<file path="config.mk">
export PLATFORM = sky130hd
export DESIGN_NAME = sync_control_fsm
export DESIGN_NICKNAME = d
export VERILOG_FILES = /design/src/rtl/sync_control_fsm.sv
export SDC_FILE = /design/constraint.sdc
export NUM_CORES = 1
export LEC_CHECK = 0
export CAP_MARGIN = 5
export CORE_UTILIZATION = 42
export CTS_CLUSTER_SIZE = 8
export DETAILED_ROUTE_END_ITERATION = 8
export PLACE_DENSITY = 0.93
export SLEW_MARGIN = 10
export SYNTH_ARGS = -nofsm -noshare
export SYNTH_HDL_FRONTEND = slang
export SYNTH_SLANG_ARGS = --single-unit
</file>
<file path="constraint.sdc">
create_clock -name CLK -period 5.6 [get_ports CLK]
set_input_delay 1.4 -clock CLK [delete_from_list [all_inputs] [get_ports CLK]]
set_output_delay 1.4 -clock CLK [all_outputs]
set_load 0.03 [all_outputs]
</file>
<file path="src/rtl/sync_control_fsm.sv">
// rtl/sync_control_fsm.sv - multi-cycle MIPS control FSM with memory watchdog and optional LL/SC link tracking
//
// Purpose: sequences each instruction through FETCH, DECODE, EXEC, MEM, WB (and HALTED).
// Moore outputs are decoded from the state register and the latched instruction (ir).
// Optional feature macro: LLSC_EN. When it is defined, LL/SC use a link register.
// When it is undefined, LL behaves as LW, and SC behaves as SW followed by a WB that writes 1.
//
// Ports
//   CLK, nRST            clock, asynchronous active-low reset
//   instr, ihit          imem read data / imem done
//   dhit                 dmem done
//   zero                 ALU zero flag, resolves BEQ/BNE in EXEC
//   daddr, snoop_inv     dmem address / remote write to the link address (LLSC_EN only)
//   ir                   latched instruction
//   iREN, dREN, dWEN     memory requests
//   PCen, pc_sel         PC update strobe and source (00 +4, 01 branch, 10 jump, 11 jr)
//   RegWr, RegDst        register write strobe / rd-vs-rt destination (rd also for JAL)
//   MemtoReg, lui, jal_s writeback source selects
//   ALUSrc, ExtOp        immediate operand select / sign-extend
//   ALUctr               ALU operation, driven in EXEC
//   halt                 processor halted
//   mem_timeout          sticky watchdog flag
//   state                current FSM state
//   sc_result            value SC writes back in WB (1 success, 0 fail)
module sync_control_fsm #(
    parameter int unsigned WORD_W      = 32,
    parameter int unsigned MEM_TIMEOUT = 0
) (
    input  logic              CLK,
    input  logic              nRST,
    input  logic [WORD_W-1:0] instr,
    input  logic              ihit,
    input  logic              dhit,
    input  logic              zero,
    input  logic [WORD_W-1:0] daddr,
    input  logic              snoop_inv,
    output logic [31:0]       ir,
    output logic              iREN,
    output logic              dREN,
    output logic              dWEN,
    output logic              PCen,
    output logic              RegWr,
    output logic              ALUSrc,
    output logic              ExtOp,
    output logic              MemtoReg,
    output logic              lui,
    output logic              jal_s,
    output logic              halt,
    output logic              mem_timeout,
    output logic              RegDst,
    output logic [1:0]        pc_sel,
    output logic [3:0]        ALUctr,
    output logic [2:0]        state,
    output logic              sc_result
);

    typedef enum logic [2:0] {
        FETCH  = 3'd0,
        DECODE = 3'd1,
        EXEC   = 3'd2,
        MEM    = 3'd3,
        WB     = 3'd4,
        HALTED = 3'd5
    } state_t;

    localparam logic [5:0] OP_RTYPE = 6'h00, OP_J    = 6'h02, OP_JAL  = 6'h03;
    localparam logic [5:0] OP_BEQ   = 6'h04, OP_BNE  = 6'h05, OP_ADDIU = 6'h09;
    localparam logic [5:0] OP_SLTI  = 6'h0a, OP_SLTIU = 6'h0b, OP_ANDI = 6'h0c;
    localparam logic [5:0] OP_ORI   = 6'h0d, OP_XORI = 6'h0e, OP_LUI  = 6'h0f;
    localparam logic [5:0] OP_LW    = 6'h23, OP_SW   = 6'h2b, OP_LL   = 6'h30;
    localparam logic [5:0] OP_SC    = 6'h38, OP_HALT = 6'h3f;

    localparam logic [5:0] F_SLL = 6'h00, F_SRL = 6'h02, F_JR = 6'h08;
    localparam logic [5:0] F_ADD = 6'h20, F_ADDU = 6'h21, F_SUB = 6'h22, F_SUBU = 6'h23;
    localparam logic [5:0] F_AND = 6'h24, F_OR = 6'h25, F_XOR = 6'h26, F_NOR = 6'h27;
    localparam logic [5:0] F_SLT = 6'h2a, F_SLTU = 6'h2b;

    localparam logic [3:0] ALU_SLL = 4'd0, ALU_SRL = 4'd1, ALU_ADD = 4'd2, ALU_SUB = 4'd3;
    localparam logic [3:0] ALU_AND = 4'd4, ALU_OR = 4'd5, ALU_XOR = 4'd6, ALU_NOR = 4'd7;
    localparam logic [3:0] ALU_SLT = 4'd8, ALU_SLTU = 4'd9;

    state_t      state_q, state_d;
    logic [31:0] ir_q, ir_d;
    logic [31:0] wd_cnt_q, wd_cnt_d;
    logic        mem_timeout_q, mem_timeout_d;
    logic        sc_ok;
    logic        sc_res;

    // Instruction decode of the latched word
    logic [3:0] dec_alu;
    logic dec_src, dec_ext, dec_rtype, dec_undef, dec_halt, dec_lui;
    logic dec_rd, dec_wr, dec_ll, dec_sc, dec_sw;
    logic dec_beq, dec_bne, dec_j, dec_jal, dec_jr;

    always_comb begin
        dec_alu   = ALU_ADD;
        dec_src   = 1'b0;
        dec_ext   = 1'b0;
        dec_rtype = 1'b0;
        dec_undef = 1'b0;
        dec_halt  = 1'b0;
        dec_lui   = 1'b0;
        dec_rd    = 1'b0;
        dec_wr    = 1'b0;
        dec_ll    = 1'b0;
        dec_sc    = 1'b0;
        dec_sw    = 1'b0;
        dec_beq   = 1'b0;
        dec_bne   = 1'b0;
        dec_j     = 1'b0;
        dec_jal   = 1'b0;
        dec_jr    = 1'b0;
        case (ir_q[31:26])
            OP_RTYPE: begin
                dec_rtype = 1'b1;
                case (ir_q[5:0])
                    F_SLL:         dec_alu = ALU_SLL;
                    F_SRL:         dec_alu = ALU_SRL;
                    F_JR:          dec_jr  = 1'b1;
                    F_ADD, F_ADDU: dec_alu = ALU_ADD;
                    F_SUB, F_SUBU: dec_alu = ALU_SUB;
                    F_AND:         dec_alu = ALU_AND;
                    F_OR:          dec_alu = ALU_OR;
                    F_XOR:         dec_alu = ALU_XOR;
                    F_NOR:         dec_alu = ALU_NOR;
                    F_SLT:         dec_alu = ALU_SLT;
                    F_SLTU:        dec_alu = ALU_SLTU;
                    default:       dec_undef = 1'b1;
                endcase
            end
            OP_J:     dec_j   = 1'b1;
            OP_JAL:   dec_jal = 1'b1;
            OP_BEQ:   begin dec_beq = 1'b1; dec_alu = ALU_SUB; dec_ext = 1'b1; end
            OP_BNE:   begin dec_bne = 1'b1; dec_alu = ALU_SUB; dec_ext = 1'b1; end
            OP_ADDIU: begin dec_src = 1'b1; dec_ext = 1'b1; end
            OP_SLTI:  begin dec_src = 1'b1; dec_ext = 1'b1; dec_alu = ALU_SLT; end
            OP_SLTIU: begin dec_src = 1'b1; dec_ext = 1'b1; dec_alu = ALU_SLTU; end
            OP_ANDI:  begin dec_src = 1'b1; dec_alu = ALU_AND; end
            OP_ORI:   begin dec_src = 1'b1; dec_alu = ALU_OR; end
            OP_XORI:  begin dec_src = 1'b1; dec_alu = ALU_XOR; end
            OP_LUI:   begin dec_src = 1'b1; dec_lui = 1'b1; end
            OP_LW:    begin dec_src = 1'b1; dec_ext = 1'b1; dec_rd = 1'b1; end
            OP_LL:    begin dec_src = 1'b1; dec_ext = 1'b1; dec_rd = 1'b1; dec_ll = 1'b1; end
            OP_SW:    begin dec_src = 1'b1; dec_ext = 1'b1; dec_wr = 1'b1; dec_sw = 1'b1; end
            OP_SC:    begin dec_src = 1'b1; dec_ext = 1'b1; dec_wr = 1'b1; dec_sc = 1'b1; end
            OP_HALT:  dec_halt = 1'b1;
            default:  dec_undef = 1'b1;
        endcase
    end

`ifdef LLSC_EN
    logic              link_valid_q, link_valid_d;
    logic [WORD_W-1:0] link_addr_q, link_addr_d;
    logic              sc_res_q, sc_res_d;

    // A snoop in the same cycle as dhit kills the SC: the write is never issued.
    assign sc_ok  = link_valid_q && (daddr == link_addr_q) && !snoop_inv;
    assign sc_res = sc_res_q;

    always_comb begin
        link_valid_d = link_valid_q;
        link_addr_d  = link_addr_q;
        sc_res_d     = sc_res_q;
        if (state_q == MEM) begin
            if (dec_ll && dhit) begin
                link_valid_d = 1'b1;
                link_addr_d  = daddr;
            end
            if (dec_sw && dhit && (daddr == link_addr_q)) begin
                link_valid_d = 1'b0;
            end
            if (dec_sc && (dhit || !sc_ok)) begin
                link_valid_d = 1'b0;
                sc_res_d     = sc_ok;
            end
        end
        if (snoop_inv) begin
            link_valid_d = 1'b0;
        end
    end

    always_ff @(posedge CLK or negedge nRST) begin
        if (!nRST) begin
            link_valid_q <= 1'b0;
            link_addr_q  <= '0;
            sc_res_q     <= 1'b0;
        end else begin
            link_valid_q <= link_valid_d;
            link_addr_q  <= link_addr_d;
            sc_res_q     <= sc_res_d;
        end
    end
`else
    logic unused_inputs;
    assign unused_inputs = ^{daddr, snoop_inv};
    assign sc_ok         = 1'b1;
    assign sc_res        = 1'b1;
`endif

    // Next state and Moore outputs
    always_comb begin
        state_d   = state_q;
        ir_d      = ir_q;
        iREN      = 1'b0;
        dREN      = 1'b0;
        dWEN      = 1'b0;
        PCen      = 1'b0;
        pc_sel    = 2'b00;
        RegWr     = 1'b0;
        RegDst    = 1'b0;
        MemtoReg  = 1'b0;
        lui       = 1'b0;
        jal_s     = 1'b0;
        halt      = 1'b0;
        ALUctr    = ALU_SLL;
        ALUSrc    = 1'b0;
        ExtOp     = 1'b0;
        sc_result = 1'b0;
        case (state_q)
            FETCH: begin
                iREN = 1'b1;
                if (ihit) begin
                    ir_d    = instr[31:0];
                    state_d = DECODE;
                end
            end
            DECODE: begin
                state_d = dec_halt ? HALTED : EXEC;
            end
            EXEC: begin
                ALUctr = dec_alu;
                ALUSrc = dec_src;
                ExtOp  = dec_ext;
                if (dec_rd || dec_wr) begin
                    state_d = MEM;
                end else if (dec_beq || dec_bne || dec_j || dec_jr) begin
                    state_d = FETCH;
                    PCen    = 1'b1;
                    if (dec_j) begin
                        pc_sel = 2'b10;
                    end else if (dec_jr) begin
                        pc_sel = 2'b11;
                    end else if ((dec_beq && zero) || (dec_bne && !zero)) begin
                        pc_sel = 2'b01;
                    end
                end else begin
                    // JAL, ALU ops, LUI and undefined encodings all finish in WB
                    state_d = WB;
                end
            end
            MEM: begin
                if (dec_rd) begin
                    dREN = 1'b1;
                    if (dhit) begin
                        state_d = WB;
                    end
                end else if (dec_sc) begin
                    // A failing SC never writes and leaves after a single cycle
                    dWEN = sc_ok;
                    if (dhit || !sc_ok) begin
                        state_d = WB;
                    end
                end else begin
                    dWEN = 1'b1;
                    if (dhit) begin
                        state_d = FETCH;
                        PCen    = 1'b1;
                    end
                end
            end
            WB: begin
                RegWr     = !dec_undef;
                PCen      = 1'b1;
                RegDst    = dec_rtype || dec_jal;
                MemtoReg  = dec_rd || dec_sc;
                lui       = dec_lui;
                sc_result = dec_sc && sc_res;
                if (dec_jal) begin
                    pc_sel = 2'b10;
                    jal_s  = 1'b1;
                end
                state_d = FETCH;
            end
            HALTED: begin
                halt = 1'b1;
            end
            default: begin
                state_d = FETCH;
            end
        endcase
    end

    // Watchdog: counts consecutive wait cycles; saturates at MEM_TIMEOUT
    always_comb begin
        wd_cnt_d      = '0;
        mem_timeout_d = mem_timeout_q;
        if (MEM_TIMEOUT != 0) begin
            if (((state_q == FETCH) && !ihit) || ((state_q == MEM) && !dhit)) begin
                wd_cnt_d = (wd_cnt_q == MEM_TIMEOUT) ? wd_cnt_q : wd_cnt_q + 32'd1;
            end
            if (wd_cnt_d == MEM_TIMEOUT) begin
                mem_timeout_d = 1'b1;
            end
        end
    end

    always_ff @(posedge CLK or negedge nRST) begin
        if (!nRST) begin
            state_q       <= FETCH;
            ir_q          <= '0;
            wd_cnt_q      <= '0;
            mem_timeout_q <= 1'b0;
        end else begin
            state_q       <= state_d;
            ir_q          <= ir_d;
            wd_cnt_q      <= wd_cnt_d;
            mem_timeout_q <= mem_timeout_d;
        end
    end

    assign ir          = ir_q;
    assign state       = state_q;
    assign mem_timeout = mem_timeout_q;

endmodule

</file>
==> qor.yml <==
pwr:
  powerDensity_nw_per_um2: 618
  p_leak_uw: 0.00116
  peakVddDrop_mv: 0.342
setup_path:
  r2r_slack_ns: 3.80
  max_stage_delay_ns: 0.68
  criticalPathCategory: "in -> out"
  crit_fanout: 1
  crit_slowest_cell: "clkdlybuf4s50_1"
  crit_cells: 5
  critPathTopFamily: "buffers and inverters"
  start_kind: "primary input"
  crit_path_end_kind: "output pin"
  cp_num_buf_inv: 2
  reg2reg_depth: 4
  critPathArrivalTime_ns: 2.93
  crit_path_cell_trace: "clkdlybuf4s50_1, xor2_1, a22oi_1, nor2_1, clkdlybuf4s50_1"
  cpMostUsedCell: "clkdlybuf4s50_1"
  required_ns: 4.20
cts:
  cts_setup_buffers: 0
  tritoncts: "built"
  hold_buffers: 0
  clock_sinks: 35
  h-tree-depth: 2
  clockRootBuffer: "clkbuf_8"
  post_cts_resized: 0
  cts.path.max_buffers: 2
  clkTransAtPathRegs_ns: 0.07
  clkLatencyLatePin_ns: 0.28
  numCtsBuffers: 5
detailed_routing:
  drcViolationCount: 0
  viasPerCell: 5.38
  first_iter_violations: 320
  first_pass_iters: 4
  wire_per_inst_um: 15.1
  routed_wl_um: 5500
  vias: 1959
  antenna_left: 0
layout:
  area_growth_syn_to_layout_pct: 43.1
  drive_above_1_share_pct: 18.2
  n_antenna_cell: 0
  nNetsFinal: 366
hold_path:
  hold_depth: 1
  hold_path.class: "reg -> reg"
sta:
  maxSlewHeadroom_pct: 48.2
  rsz0062_at_grt: "false"
  min_period_ns: 4.33
  worst_pin_slew_ns: 0.777
  period_share_pct: 77.4
  drv_slew: 0
  finClkSkew_ns: 0.00911
  setup_viol: 0
  clock.fmax_ghz: 0.231
  setup_ws_ns: 1.27
  tns_ns: 0
  hold_viol_final: 0
synthesis:
  synth_flop_cell: "dfrtp_1"
  netlist_instances: 220
  netlist.area_leader.share_pct: 39.9
  ys_warn_count: 0
  synth_commonest_cells: "dfrtp_1 (35), mux2_2 (29), nor2_1 (20), nand2_1 (18)"
  yosysSeqAreaShare_pct: 39.9
  yosysUniqueCellTypes: 55
  syn-cell-area_um2: 2200
  synth_top_area_cell: "dfrtp_1"
  synth-edff-count: 0
  synthTopCellsByArea: "dfrtp_1 (40%), mux2_2 (15%), nor2_1 (3.4%)"
  synthMostInstantiatedCell: "dfrtp_1"
  async_flop_share_pct: 100
  syn_nets: 290
  ys_seq_elements: 35
  synth_area_per_cell_um2: 9.99
grt:
  grt_pass1_vias: 1965
  grt_max_degree: 36
  groute.usage.overall_pct: 21.0
  antenna_found_initial: 0
  grt_pass1_wl_um: 8960
  global_route.overflow_total: 0
die:
  die-area_um2: 5520
  fp.dieH_um: 74.3
  rows: 25
  core_um2: 4880
  die_x_um: 74.3
  io_pins: 125
  initial_core_util_pct: 45.0
placed_design:
  place.gp.congestion: 0.899
  hpwl_um: 4070
  io_buffers: 90
  place_ws_ns: 1.29
flow_run:
  drv_cap: 0
status:
  outcome: "complete, no violations"
## state kept, by name, indices dropped and copies added, names as in the netlist
| name | count |
|---|---|
| ir | 32 |
| state | 3 |
## area by class of cell
type	instances	area, µm²
inverter	2	7.51
timing repair buffer	91	903
tap	67	83.8
clock buffer	7	96.3
fill	390	1740
clock inverter	1	7.51
sequential	35	876
multi-input combinational	161	1170
## metal layers
metal	routed length (µm)	vias to the layer above	share of wire, %	GRT usage [%]
met5	0	-	0	0
met4	61	0	1.1	6.29
met3	463	8	8.4	7.45
met2	2740	96	50	35.5
met1	2240	919	41	25.4
li1	-	936	-	-
## metrics by stage
stage          power (µW)  cell area, µm²  util [%]  hold WS [ns]  cells
2_1_floorplan        1370            2200         -         0.689    220
3_5_place_dp         1740            3040      62.3         0.488    356
5_1_grt              2060            3140      64.4         0.520    364
6_report             1940            3140      64.4         0.494    364
3_3_place_gp         1710            3040      62.3         0.469    356
4_1_cts              1940            3140      64.4         0.503    364
## path summary, 6_finish.rpt
check,endpoint,start
max,pc_sel[0],zero
min,ir[9]$_DFFE_PN0P_,ir[9]$_DFFE_PN0P_
max reg2reg,ir[1]$_DFFE_PN0P_,state[0]$_DFFE_PN0P_
min reg2reg,ir[9]$_DFFE_PN0P_,ir[9]$_DFFE_PN0P_
max in group asynchronous,ir[31]$_DFFE_PN0P_,nRST
min in group asynchronous,ir[10]$_DFFE_PN0P_,nRST
## cell usage in the layout (no fill, tap or decap), types with 2 or more instances in the layout
| master | Yosys | routed |
|---|---|---|
| o22ai_1 | 3 | 3 |
| clkbuf_8 | 0 | 7 |
| a31oi_1 | 5 | 5 |
| nand2b_1 | 6 | 6 |
| o31ai_1 | 3 | 3 |
| a21oi_1 | 8 | 8 |
| or3b_1 | 2 | 2 |
| clkdlybuf4s50_1 | 0 | 89 |
| mux2_2 | 29 | 29 |
| nand3b_1 | 3 | 3 |
| nand4_1 | 3 | 3 |
| nand2_1 | 18 | 18 |
| nor2b_1 | 6 | 6 |
| a21oi_4 | 2 | 2 |
| o21ai_0 | 4 | 4 |
| nor3_1 | 3 | 3 |
| o211ai_1 | 2 | 2 |
| nor2_1 | 20 | 20 |
| and2_1 | 3 | 3 |
| nor4_1 | 2 | 2 |
| nand3_1 | 5 | 5 |
| a21oi_2 | 2 | 2 |
| a211oi_1 | 2 | 2 |
| dfrtp_1 | 35 | 35 |
| mux2_1 | 3 | 3 |
| inv_1 | 2 | 2 |
## report_power, final
part | leakage (µW) | switching (µW) | internal (µW)
sequential | 0.000415 | 214 | 379
combinational | 0.000696 | 624 | 524
clock | 0.0000505 | 88.5 | 112
## cell families after synthesis
logic type	count (synthesis)	synth area share [%]
other	1	0.171
multiplexers	32	16.4
flip-flops	35	39.9
AO/OA/AOI/OAI	42	14.6
AND/OR/NAND/NOR	85	21.6
buffers and inverters	24	6.95
XOR/XNOR	1	0.399
No activity file was read; power rests on OpenSTA's default activity.
